--- src/rtl/cmd_link_responder.sv ---
// cmd_link_responder: 8N1 UART 3-byte command frame receiver and 1-byte response transmitter (CMD_GAP_TIMEOUT_EN adds inter-byte gap timeout)
module cmd_link_responder #(
    parameter int BAUD_DIV = 2604,
    parameter int GAP_BITS = 20
) (
    input  logic        clk,
    input  logic        rst_n,
    input  logic        RX,
    output logic        TX,
    output logic [7:0]  cmd,
    output logic [15:0] data,
    output logic        cmd_rdy,
    input  logic        clr_cmd_rdy,
    input  logic [7:0]  resp,
    input  logic        send_resp,
    output logic        resp_sent
);
    localparam int CW = $clog2(BAUD_DIV + 1);

    typedef enum logic {RX_IDLE, RX_BUSY} rx_state_t;
    typedef enum logic [1:0] {WAIT_CMD, WAIT_HI, WAIT_LO} fr_state_t;
    typedef enum logic {TX_IDLE, TX_SHIFT} tx_state_t;

    rx_state_t rx_state, rx_nxt;
    fr_state_t fr_state, fr_nxt;
    tx_state_t tx_state, tx_nxt;

    logic          rx_m, rx_s, rx_d, rx_fall, rx_tick, rx_rdy;
    logic [CW-1:0] rx_cnt, tx_cnt;
    logic [3:0]    rx_bit, tx_bit;
    logic [7:0]    rx_byte, cmd_sh, hi_sh;
    logic [9:0]    tx_sr;
    logic          gap_to, fr_done, tx_tick, tx_start;

    assign rx_fall = rx_d & ~rx_s;
    assign rx_tick = rx_state == RX_BUSY && rx_cnt == CW'(1);

    always_comb begin
        rx_nxt = rx_state;
        rx_nxt = (rx_state == RX_IDLE) ? (rx_fall ? RX_BUSY : RX_IDLE) :
                 (rx_tick && ((rx_bit == 4'd0 && rx_s) || rx_bit == 4'd9)) ? RX_IDLE : RX_BUSY;
    end

    always_ff @(posedge clk or negedge rst_n) begin
        if (!rst_n) begin
            rx_state <= RX_IDLE;
            {rx_m, rx_s, rx_d} <= 3'b111;
            rx_cnt <= '0;
            rx_bit <= '0;
            rx_byte <= '0;
            rx_rdy <= 1'b0;
        end else begin
            rx_state <= rx_nxt;
            rx_m <= RX;
            rx_s <= rx_m;
            rx_d <= rx_s;
            rx_rdy <= rx_tick && rx_bit == 4'd9 && rx_s;
            if (rx_state == RX_IDLE) begin
                rx_cnt <= CW'(BAUD_DIV / 2);
                rx_bit <= '0;
            end else if (rx_tick) begin
                rx_cnt <= CW'(BAUD_DIV);
                rx_bit <= rx_bit + 4'd1;
                if (rx_bit inside {[4'd1:4'd8]}) rx_byte <= {rx_s, rx_byte[7:1]};
            end else begin
                rx_cnt <= rx_cnt - CW'(1);
            end
        end
    end

    assign fr_done = rx_rdy && fr_state == WAIT_LO;

    always_comb begin
        fr_nxt = fr_state;
        fr_nxt = !rx_rdy ? (gap_to ? WAIT_CMD : fr_state) :
                 (fr_state == WAIT_CMD) ? WAIT_HI :
                 (fr_state == WAIT_HI) ? WAIT_LO : WAIT_CMD;
    end

    always_ff @(posedge clk or negedge rst_n) begin
        if (!rst_n) begin
            fr_state <= WAIT_CMD;
            cmd_sh <= '0;
            hi_sh <= '0;
            cmd <= '0;
            data <= '0;
            cmd_rdy <= 1'b0;
        end else begin
            fr_state <= fr_nxt;
            if (rx_rdy && fr_state == WAIT_CMD) cmd_sh <= rx_byte;
            if (rx_rdy && fr_state == WAIT_HI) hi_sh <= rx_byte;
            if (fr_done) begin
                cmd <= cmd_sh;
                data <= {hi_sh, rx_byte};
            end
            cmd_rdy <= fr_done ? 1'b1 :
                       (clr_cmd_rdy || (rx_rdy && fr_state == WAIT_CMD)) ? 1'b0 : cmd_rdy;
        end
    end

`ifdef CMD_GAP_TIMEOUT_EN
    localparam int GAP_LIM = GAP_BITS * BAUD_DIV;
    localparam int GW = $clog2(GAP_LIM + 1);
    logic [GW-1:0] gap_cnt;
    assign gap_to = gap_cnt == GW'(GAP_LIM);
    always_ff @(posedge clk or negedge rst_n) begin
        if (!rst_n) gap_cnt <= '0;
        else gap_cnt <= (rx_rdy || fr_state == WAIT_CMD || gap_to) ? '0 :
                        (rx_state == RX_IDLE) ? gap_cnt + GW'(1) : gap_cnt;
    end
`else
    assign gap_to = GAP_BITS < 0;
`endif

    assign tx_tick = tx_state == TX_SHIFT && tx_cnt == '0;
    assign tx_start = tx_state == TX_IDLE && send_resp;
    assign TX = tx_sr[0];

    always_comb begin
        tx_nxt = tx_state;
        tx_nxt = tx_start ? TX_SHIFT : (tx_tick && tx_bit == 4'd9) ? TX_IDLE : tx_state;
    end

    always_ff @(posedge clk or negedge rst_n) begin
        if (!rst_n) begin
            tx_state <= TX_IDLE;
            tx_sr <= '1;
            tx_cnt <= '0;
            tx_bit <= '0;
            resp_sent <= 1'b0;
        end else begin
            tx_state <= tx_nxt;
            if (tx_start) begin
                tx_sr <= {1'b1, resp, 1'b0};
                tx_cnt <= CW'(BAUD_DIV - 1);
                tx_bit <= '0;
                resp_sent <= 1'b0;
            end else if (tx_tick) begin
                tx_sr <= {1'b1, tx_sr[9:1]};
                tx_cnt <= CW'(BAUD_DIV - 1);
                tx_bit <= tx_bit + 4'd1;
                if (tx_bit == 4'd9) resp_sent <= 1'b1;
            end else if (tx_state == TX_SHIFT) begin
                tx_cnt <= tx_cnt - CW'(1);
            end
        end
    end
endmodule
--- config.mk ---
export PLATFORM = sky130hd
export DESIGN_NAME = cmd_link_responder
export DESIGN_NICKNAME = d
export VERILOG_FILES = /design/src/rtl/cmd_link_responder.sv
export SDC_FILE = /design/constraint.sdc
export NUM_CORES = 1
export LEC_CHECK = 0
export ABC_AREA = 1
export CORE_MARGIN = 1.5
export CORE_UTILIZATION = 40
export DETAILED_ROUTE_END_ITERATION = 10
export GPL_ROUTABILITY_DRIVEN = 0
export SLEW_MARGIN = 20
export SYNTH_ARGS = -nofsm -noshare
export SYNTH_HDL_FRONTEND = slang
export SYNTH_SLANG_ARGS = --single-unit
--- constraint.sdc ---
create_clock -name clk -period 1.95 [get_ports clk]
set_input_delay 0.39 -clock clk [delete_from_list [all_inputs] [get_ports clk]]
set_output_delay 0.39 -clock clk [all_outputs]
set_load 0.005 [all_outputs]
==> results of run 1 <==
==> routing by layer <==
metal | vias to the layer above | share of wire (%) | wire [µm] | track usage, %
li1 | 1673 | - | - | -
met1 | 1558 | 50 | 4240 | 22.1
met2 | 48 | 45 | 3850 | 25.2
met3 | 2 | 4.2 | 356 | 4.66
met4 | 0 | 0.47 | 40 | 4.14
met5 | - | 0 | 0 | 0
==> stage by stage <==
step | hold WS [ns] | setup WS, ns | total power, W | util [%]
after floorplan | 0.0944 | 0.565 | 0.00329 | -
after global placement | 0.346 | 0.314 | 0.00354 | 46.9
after detailed placement | 0.348 | 0.283 | 0.00358 | 46.9
after CTS | 0.365 | 0.123 | 0.00523 | 49.4
after global routing | 0.372 | 0.103 | 0.00549 | 49.4
final | 0.366 | 0.163 | 0.00517 | 49.4
==> worst max-delay path by stage <==
| stage | endpoint | slack (ns) | from |
|---|---|---|---|
| floorplan | tx_state | 0.56 | tx_cnt[0] |
| global placement | tx_bit[0] | 0.31 | send_resp |
| detailed placement | tx_bit[0] | 0.28 | send_resp |
| CTS | TX | 0.12 | tx_sr[0] |
| global route | TX | 0.10 | tx_sr[0] |
| finish | TX | 0.16 | tx_sr[0] |
==> state kept, by name (all words and copies together), names as in the netlist <==
signal / flops
data: 16
rx_cnt: 12
tx_cnt: 12
tx_sr: 9
cmd: 8
cmd_sh: 8
hi_sh: 8
rx_byte: 8
rx_bit: 4
tx_bit: 4
fr_state: 2
cmd_rdy: 1
resp_sent: 1
rx_d: 1
rx_m: 1
rx_rdy: 1
rx_s: 1
rx_state: 1
tx_state: 1
==> layout by cell type, fill, tap and decap left out, types with 2 or more instances in the layout <==
cell type        netlist  routed
clkbuf_8               0      11
xnor2_1                3       3
nand2_1              138     138
buf_12                 0       2
nand3_1               37      37
ha_1                   9       9
inv_1                 56      56
nand4_1                5       5
mux2_1                 3       3
nor2_1                45      45
o21bai_1               3       3
inv_2                  4       4
dfrtp_1               87      87
clkdlybuf4s50_1        0      38
mux2_2                 5       5
xor2_1                10      10
nand2_4                3       3
nor2_2                 5       5
buf_4                  0       7
bufinv_16              0       3
nand2_2                2       2
o21ai_1                3       3
nand3_2                5       5
a21oi_1                2       2
nor2_4                 6       6
dfstp_2               12      12
o21ai_0               40      40
clkinv_4               1       2
==> repair_timing <==
item                      4_1_cts  5_1_grt
hold buffers                    1        0
buffers inserted                0        0
hold endpoints to repair       19        0
==> cells by family after synthesis <==
kind of cell               synth area share (%)
and+or+nand+nor                            25.4
adders and majority gates                  2.50
AOI/OAI and AO/OA                          6.00
DFF                                        55.3
muxes                                      2.00
buffers and inverters                      6.25
xor gates and xnor gates                   2.53
==> where the power goes <==
group | leakage, nW | total, W | internal (W) | switching (W)
Clock | 0.130 | 0.00164 | 0.000929 | 0.000708
Sequential | 1.27 | 0.00258 | 0.00233 | 0.000250
Combinational | 1.12 | 0.000961 | 0.000390 | 0.000571
==> layout make-up <==
| cell class | count | area (µm²) | share of cell area, % |
|---|---|---|---|
| Inverter | 61 | 234 | 4.35 |
| Clock buffer | 11 | 151 | 2.82 |
| Tap cell | 140 | 175 | 3.26 |
| Timing Repair Buffer | 48 | 483 | 8.99 |
| Multi-Input combinational cell | 332 | 1730 | 32.2 |
| Sequential cell | 99 | 2490 | 46.4 |
| Clock inverter | 5 | 108 | 2.00 |
==> flow_metrics.py, run 1 <==
metrics = {
    "drt": {
        "vias": 3281,
        "routed_wl_um": 8490,
        "dr.pass1.iters": 4,
        "drt_iter0_markers": 117,
        "wl_per_cell_um": 12.2,
        "drc": 0,
        "postRouteAntennaNets": 0,
        "viasPerCell": 4.71,
    },
    "yosys": {
        "synth.area.top_cells": "dfrtp_1 48%, nand2_1 12%, dfstp_2 7.0%",
        "yosysWarnings": 0,
        "synth.net_count": 523,
        "avgSynthCellArea_um2": 8.99,
        "syn_inst": 501,
        "synthMostInstantiatedCell": "nand2_1",
        "ys_async_sr_fraction_pct": 100,
        "ys_seq_area_share_pct": 55.3,
        "ys.flop_type": "dfrtp_1",
        "synth_edf_count": 0,
        "yosysTopAreaCellShare_pct": 48.3,
        "synth.largest_area_cell": "dfrtp_1",
        "synth_cell_types": 35,
        "yosys-top-cells-count": "138 x nand2_1, 87 x dfrtp_1, 56 x inv_1",
        "synth-seq-cells": 99,
        "synth_area_um2": 4500,
    },
    "floorplanning": {
        "start_util_pct": 41.4,
        "io-pin-count": 40,
        "die_area_um2": 11900,
        "die_y_um": 109,
        "num_rows": 38,
        "die_w_um": 109,
        "core_region_area_um2": 10900,
    },
    "worst_hold_path": {
        "min_path_cells": 0,
        "holdPathEnd": "rx_s",
        "hold_class": "reg2reg",
        "holdCritStartpoint": "rx_m",
    },
    "grt": {
        "grt_overflow": 0,
        "grt_pass1_vias": 3282,
        "grt_max_degree": 44,
        "grtUsageTotal_pct": 16.1,
        "antenna_found_initial": 0,
        "grt_pass1_wl_um": 14900,
    },
    "critical_path": {
        "worst-path-stages": 1,
        "worst-path-buf-inv": 1,
        "critPathRequiredTime_ns": 1.56,
        "reg2reg_to": "tx_bit[0]",
        "cpMaxStageDelayCell": "dfstp_2",
        "worstRegToRegCells": 9,
        "timing.rr.start": "tx_cnt[1]",
        "critical_path.max_fanout": 2,
        "cp_top_family": "flip-flops",
        "end_kind": "output pin",
        "rrSetupSlack_ns": 0.34,
        "worstPathArrival_ns": 1.40,
        "critical_path_class": "reg2out",
        "crit_chain": "clkdlybuf4s50_1",
        "worstSetupStartpointType": "register",
        "cpPeakStageDelay_ns": 0.54,
    },
    "clocking": {
        "ctsResizeCount": 0,
        "tritoncts": "built",
        "worstSkewPairLatency_ns": 0.37,
        "clockBufferDepth": 2,
        "cts_max_level": 3,
        "cts_made_buffers": 9,
        "root_buffer": "clkbuf_8",
        "cts_sinks": 99,
        "clkTransAtPathRegs_ns": 0.09,
    },
    "layout": {
        "fill_cells": 998,
        "fin_cells": 696,
        "nets": 573,
        "fin_area_um2": 5370,
        "drive_gt1_share_pct": 12.8,
        "syn_to_final_growth_pct": 19.3,
        "diodes": 0,
    },
    "timing": {
        "finalCriticalPeriod_ns": 1.79,
        "rsz0062_at_grt": "false",
        "finClkSkew_ns": 0.0173,
        "fmax_mhz": 560,
        "maxSlewViolCount": 0,
        "worstMarginPinSlew_ns": 0.593,
        "setup_tns_ns": 0,
        "relSlewSlack_pct": 60.4,
        "finalCritPeriodShare_pct": 91.6,
        "finalHoldViolCount": 0,
        "final-setup-viol-count": 0,
    },
    "status": {
        "status": "completed",
    },
    "power": {
        "leakage_nw": 2.53,
        "power_density_nw_per_um2": 963,
        "vdd_drop_max_mv": 0.651,
    },
    "placed_design": {
        "dp_hpwl_um": 6040,
        "io_buffers": 39,
        "dp_cells": 679,
        "post_dp_cell_area_um2": 5100,
    },
    "job": {
        "cap_viol_max_count": 0,
    },
}
No activity file was read; power rests on OpenSTA's default activity.
==> run 2, diff against run 1 <==
--- a/config.mk
+++ b/config.mk
@@ -10,6 +10,7 @@
 export CORE_UTILIZATION = 40
 export DETAILED_ROUTE_END_ITERATION = 10
 export GPL_ROUTABILITY_DRIVEN = 0
+export MAX_ROUTING_LAYER = met4
 export SLEW_MARGIN = 20
 export SYNTH_ARGS = -nofsm -noshare
 export SYNTH_HDL_FRONTEND = slang
==> constraint.sdc (replaced) <==
create_clock -name clk -period 2.21 [get_ports clk]
set_input_delay 0.442 -clock clk [delete_from_list [all_inputs] [get_ports clk]]
set_output_delay 0.442 -clock clk [all_outputs]
set_load 0.005 [all_outputs]
==> run 2 against run 1 <==
  * Sequential power fell by 12%
  * Clock skew decreased by 0.0018 ns
  * Clock power fell by 29%
  * Hold slack got worse by 0.0055 ns
  * Die area unchanged
  * Core utilization decreased by 0.78 points
  * Setup slack better by 0.17 ns
  * Flip-flop and latch count stayed put
  * Critical endpoint unchanged
  * Highest routed layer unchanged
==> flow_metrics.py, run 2 (synthesis results as in run 1) <==
metrics = {
    "power": {
        "switching_share_pct": 31.7,
        "p_total_w": 0.00426,
        "netSwitchingPower_w": 0.00135,
        "clkPwrFrac_pct": 27.1,
        "seqPwrFrac_pct": 53.2,
        "power_frac_comb_pct": 19.7,
        "leakage_nw": 2.47,
        "power_density_nw_per_um2": 806,
        "vdd_drop_max_mv": 0.432,
        "p_int_w": 0.00291,
    },
    "critical_path": {
        "cpPeakStageDelay_ns": 0.56,
        "timing.rr.start": "tx_cnt[0]",
        "critical_path_class": "reg2out",
        "worstPathArrival_ns": 1.44,
        "crit_chain": "clkdlybuf4s50_1",
        "worstRegToRegCells": 9,
        "startpoint": "tx_sr[0]",
        "cpMaxStageDelayCell": "dfstp_2",
        "worst-path-stages": 1,
        "worstSetupStartpointType": "register",
        "worst-path-buf-inv": 1,
        "critical_path.max_fanout": 2,
        "cp_top_family": "flip-flops",
        "end_kind": "output pin",
        "critPathRequiredTime_ns": 1.77,
        "rrSetupSlack_ns": 0.47,
        "reg2reg_to": "tx_bit[2]",
    },
    "placed_design": {
        "dp_hpwl_um": 5900,
        "post_dp_cell_area_um2": 5090,
        "io_buffers": 39,
    },
    "job": {
        "cap_viol_max_count": 0,
    },
    "layout": {
        "top_regs": "data (16), rx_cnt (12), tx_cnt (12)",
        "syn_to_final_growth_pct": 17.4,
        "nets": 569,
        "most-common-layout-cells": "138 x nand2_1, 87 x dfrtp_1, 56 x inv_1",
        "fin_area_um2": 5290,
        "diodes": 0,
        "final_util_pct": 48.6,
        "top_register": "data",
        "largest_reg_flops": 16,
        "drive_gt1_share_pct": 12.0,
        "mostFrequentLayoutCell": "nand2_1",
    },
    "timing": {
        "finClkSkew_ns": 0.0154,
        "finalCriticalPeriod_ns": 1.88,
        "rsz0062_at_grt": "false",
        "hold_ws_ns": 0.360,
        "final-setup-viol-count": 0,
        "finalCritPeriodShare_pct": 85.0,
        "maxSlewViolCount": 0,
        "finalHoldViolCount": 0,
        "relSlewSlack_pct": 60.4,
        "fmax_mhz": 532,
        "worstMarginPinSlew_ns": 0.592,
        "setup_tns_ns": 0,
    },
    "floorplanning": {
        "die_y_um": 109,
        "die_w_um": 109,
        "core_region_area_um2": 10900,
        "start_util_pct": 41.4,
        "io-pin-count": 40,
        "die_area_um2": 11900,
        "num_rows": 38,
    },
    "drt": {
        "dr.pass1.iters": 4,
        "vias": 3273,
        "postRouteAntennaNets": 0,
        "viasPerCell": 4.73,
        "drt_iter0_markers": 133,
        "routed_wl_um": 8390,
        "drc": 0,
        "wl_per_cell_um": 12.1,
    },
    "clocking": {
        "worstSkewPairLatency_ns": 0.38,
        "cts_sinks": 99,
        "cts_setup_buffers": 0,
        "cts_made_buffers": 9,
        "root_buffer": "clkbuf_8",
        "clkTransAtPathRegs_ns": 0.10,
        "tritoncts": "built",
        "cts_max_level": 3,
        "ctsResizeCount": 0,
        "clockBufferDepth": 2,
        "postCtsHoldBufs": 1,
    },
    "worst_hold_path": {
        "min_path_cells": 0,
        "holdCritStartpoint": "rx_m",
        "hold_class": "reg2reg",
        "holdPathEnd": "rx_s",
    },
    "grt": {
        "grt_pass1_wl_um": 14600,
        "grt_overflow": 0,
        "antenna_found_initial": 0,
        "grt_pass1_vias": 3200,
        "grtUsageTotal_pct": 16.4,
        "grt_max_degree": 40,
    },
    "status": {
        "status": "completed",
    },
}
## run 2: final cells by class
type	count	area [µm²]
Tap cell	140	175
Timing Repair Buffer	44	465
Multi-Input combinational cell	332	1730
Clock buffer	10	128
Clock inverter	6	63.8
Sequential cell	99	2490
Fill cell	1021	5600
Inverter	61	234
## run 2: worst max-delay path by stage
stage	end
after floorplan	tx_state
after global placement	tx_bit[2]
after detailed placement	tx_bit[2]
after CTS	TX
after global routing	TX
final	TX
## run 2: power groups by stage
stage	clock network, W	registers, W	logic [W]
6_report	0.00116	0.00227	0.000838
5_1_grt	0.00125	0.00230	0.000980
4_1_cts	0.00120	0.00226	0.000846
3_5_place_dp	0	0.00229	0.000843
3_3_place_gp	0	0.00229	0.000823
2_1_floorplan	0	0.00225	0.000654
## run 2: metal layers
layer  global-route usage, %  vias to the layer above  routed length [µm]
li1                        -                     1671                   -
met1                    21.7                     1556                4210
met2                    24.4                       36                3770
met3                    4.36                       10                 292
met4                    5.92                        0                 111
met5                       -                        -                   0
## run 2: metrics by stage
step	instances	worst slack [ns]
3_3_place_gp	675	0.523
4_1_cts	692	0.302
5_1_grt	692	0.279
6_report	692	0.331
2_1_floorplan	501	0.825
3_5_place_dp	675	0.478
==> run 3, diff against run 2 <==
--- a/config.mk
+++ b/config.mk
@@ -7,10 +7,12 @@
 export LEC_CHECK = 0
 export ABC_AREA = 1
 export CORE_MARGIN = 1.5
-export CORE_UTILIZATION = 40
+export CORE_UTILIZATION = 50
 export DETAILED_ROUTE_END_ITERATION = 10
 export GPL_ROUTABILITY_DRIVEN = 0
 export MAX_ROUTING_LAYER = met4
+export PLACE_DENSITY = 0.71
+export SKIP_LAST_GASP = 1
 export SLEW_MARGIN = 20
 export SYNTH_ARGS = -nofsm -noshare
 export SYNTH_HDL_FRONTEND = slang
==> constraint.sdc (replaced) <==
create_clock -name clk -period 2.4 [get_ports clk]
set_input_delay 0.48 -clock clk [delete_from_list [all_inputs] [get_ports clk]]
set_output_delay 0.48 -clock clk [all_outputs]
set_load 0.005 [all_outputs]
==> run 3 against run 2 <==
  * Die area shrank 19%
  * Non-clock buffer count shrank 1
  * First-iteration DRC count shrank 3.0%
  * Critical path depth is the same
  * Wire length grew 0.91%
  * Global-route usage grew 3.3 points
  * Register-to-register slack gained 0.17 ns
  * Setup slack gained 0.20 ns
  * Hold slack lost 0.32 ns
  * Clock skew shrank 0.011 ns
  * Clock power shrank 18%
  * Critical path type unchanged
  * Highest routed layer unchanged
==> flow_metrics.py, run 3 (synthesis results as in run 1) <==
metrics = {
    "timing": {
        "relSlewSlack_pct": 61.0,
        "finClkSkew_ns": 0.00482,
        "worstMarginPinSlew_ns": 0.585,
        "finalCritPeriodShare_pct": 77.8,
        "rsz0062_at_grt": "false",
        "finalCriticalPeriod_ns": 1.87,
        "finalHoldViolCount": 0,
        "final-setup-viol-count": 0,
        "hold_ws_ns": 0.0418,
        "fin_ws_ns": 0.534,
        "maxSlewViolCount": 0,
        "setup_tns_ns": 0,
        "fmax_mhz": 536,
    },
    "grt": {
        "grtUsageTotal_pct": 19.8,
        "grt_pass1_vias": 3233,
        "grt_overflow": 0,
        "grt_max_degree": 41,
        "antenna_found_initial": 0,
        "grt_pass1_wl_um": 15000,
    },
    "critical_path": {
        "worstRegToRegCells": 9,
        "critPathRequiredTime_ns": 1.92,
        "worstSetupStartpointType": "register",
        "worstPathArrival_ns": 1.39,
        "cpMaxStageDelayCell": "dfstp_2",
        "critical_path.max_fanout": 2,
        "worst-path-buf-inv": 1,
        "rrSetupSlack_ns": 0.64,
        "timing.rr.start": "tx_cnt[0]",
        "crit_chain": "clkdlybuf4s50_1",
        "critical_path_class": "reg2out",
        "cp_top_family": "flip-flops",
        "cpPeakStageDelay_ns": 0.54,
        "reg2reg_to": "tx_bit[0]",
        "end_kind": "output pin",
    },
    "clocking": {
        "ctsResizeCount": 0,
        "cts_setup_buffers": 0,
        "cts_max_level": 3,
        "clockBufferDepth": 2,
        "clkTransAtPathRegs_ns": 0.09,
        "cts_sinks": 99,
        "cts_made_buffers": 9,
        "worstSkewPairLatency_ns": 0.35,
        "tritoncts": "built",
        "root_buffer": "clkbuf_8",
        "postCtsHoldBufs": 0,
    },
    "drt": {
        "wl_per_cell_um": 12.8,
        "viasPerCell": 5.00,
        "dr.pass1.iters": 4,
        "drc": 0,
        "routed_wl_um": 8470,
        "vias": 3296,
        "drt_iter0_markers": 129,
        "postRouteAntennaNets": 0,
    },
    "layout": {
        "largest_reg_flops": 16,
        "top_register": "data",
        "fill_cells": 752,
        "drive_gt1_share_pct": 11.8,
        "nets": 568,
        "diodes": 0,
        "most-common-layout-cells": "138 x nand2_1, 87 x dfrtp_1, 56 x inv_1",
        "top_regs": "data (16), rx_cnt (12), tx_cnt (12)",
        "fin_cells": 659,
        "syn_to_final_growth_pct": 15.3,
        "fin_area_um2": 5190,
        "mostFrequentLayoutCell": "nand2_1",
    },
    "power": {
        "clkPwrFrac_pct": 24.8,
        "leakage_nw": 2.45,
        "power_frac_comb_pct": 20.5,
        "netSwitchingPower_w": 0.00124,
        "switching_share_pct": 32.5,
        "seqPwrFrac_pct": 54.8,
        "p_int_w": 0.00258,
        "vdd_drop_max_mv": 0.376,
        "power_density_nw_per_um2": 737,
    },
    "status": {
        "status": "completed",
    },
    "placed_design": {
        "dp_hpwl_um": 6070,
        "io_buffers": 39,
        "post_dp_cell_area_um2": 5020,
        "post-place-ws_ns": 0.654,
        "dp_cells": 643,
    },
    "worst_hold_path": {
        "hold_class": "in2async",
    },
    "floorplanning": {
        "core_region_area_um2": 8720,
        "die_y_um": 97.9,
        "io-pin-count": 40,
        "die_w_um": 97.9,
        "die_area_um2": 9590,
        "start_util_pct": 51.6,
        "num_rows": 34,
    },
    "job": {
        "cap_viol_max_count": 0,
    },
}
run 3: per-layer routing:
metal	global-route usage (%)	wire length, µm
met2	29.1	3940
met3	3.51	228
met5	-	0
met4	7.14	110
met1	27.7	4180
run 3: cell type report:
class | count | area (µm²) | area share (%)
Multi-Input combinational cell | 332 | 1730 | 33.3
Clock buffer | 11 | 131 | 2.53
Timing Repair Buffer | 43 | 430 | 8.29
Tap cell | 108 | 135 | 2.60
Clock inverter | 5 | 37.5 | 0.723
Sequential cell | 99 | 2490 | 48.0
Inverter | 61 | 234 | 4.51
run 3: power groups by stage:
stage	Sequential (W)	Combinational (W)	Clock (W)
after floorplan	0.00207	0.000602	0
after global placement	0.00211	0.000747	0
after detailed placement	0.00212	0.000786	0
after CTS	0.00209	0.000788	0.000983
after global routing	0.00212	0.000914	0.00104
final	0.00210	0.000783	0.000947
run 3: worst max path at each step:
stage	cells past startpoint	slack [ns]	from	end
final	1	0.53	tx_sr[0]	TX
after floorplan	10	1.01	tx_cnt[0]	tx_state
after CTS	1	0.52	tx_sr[0]	TX
after global placement	8	0.69	send_resp	tx_bit[2]
after detailed placement	9	0.65	tx_cnt[0]	tx_bit[0]
after global routing	9	0.46	tx_cnt[0]	tx_bit[2]
run 3: through the flow:
step / total power (W) / utilization (%)
global placement: 0.00286 / 57.6
finish: 0.00383 / 59.5
global route: 0.00408 / 59.5
detailed placement: 0.00290 / 57.6
CTS: 0.00386 / 59.5
floorplan: 0.00267 / -
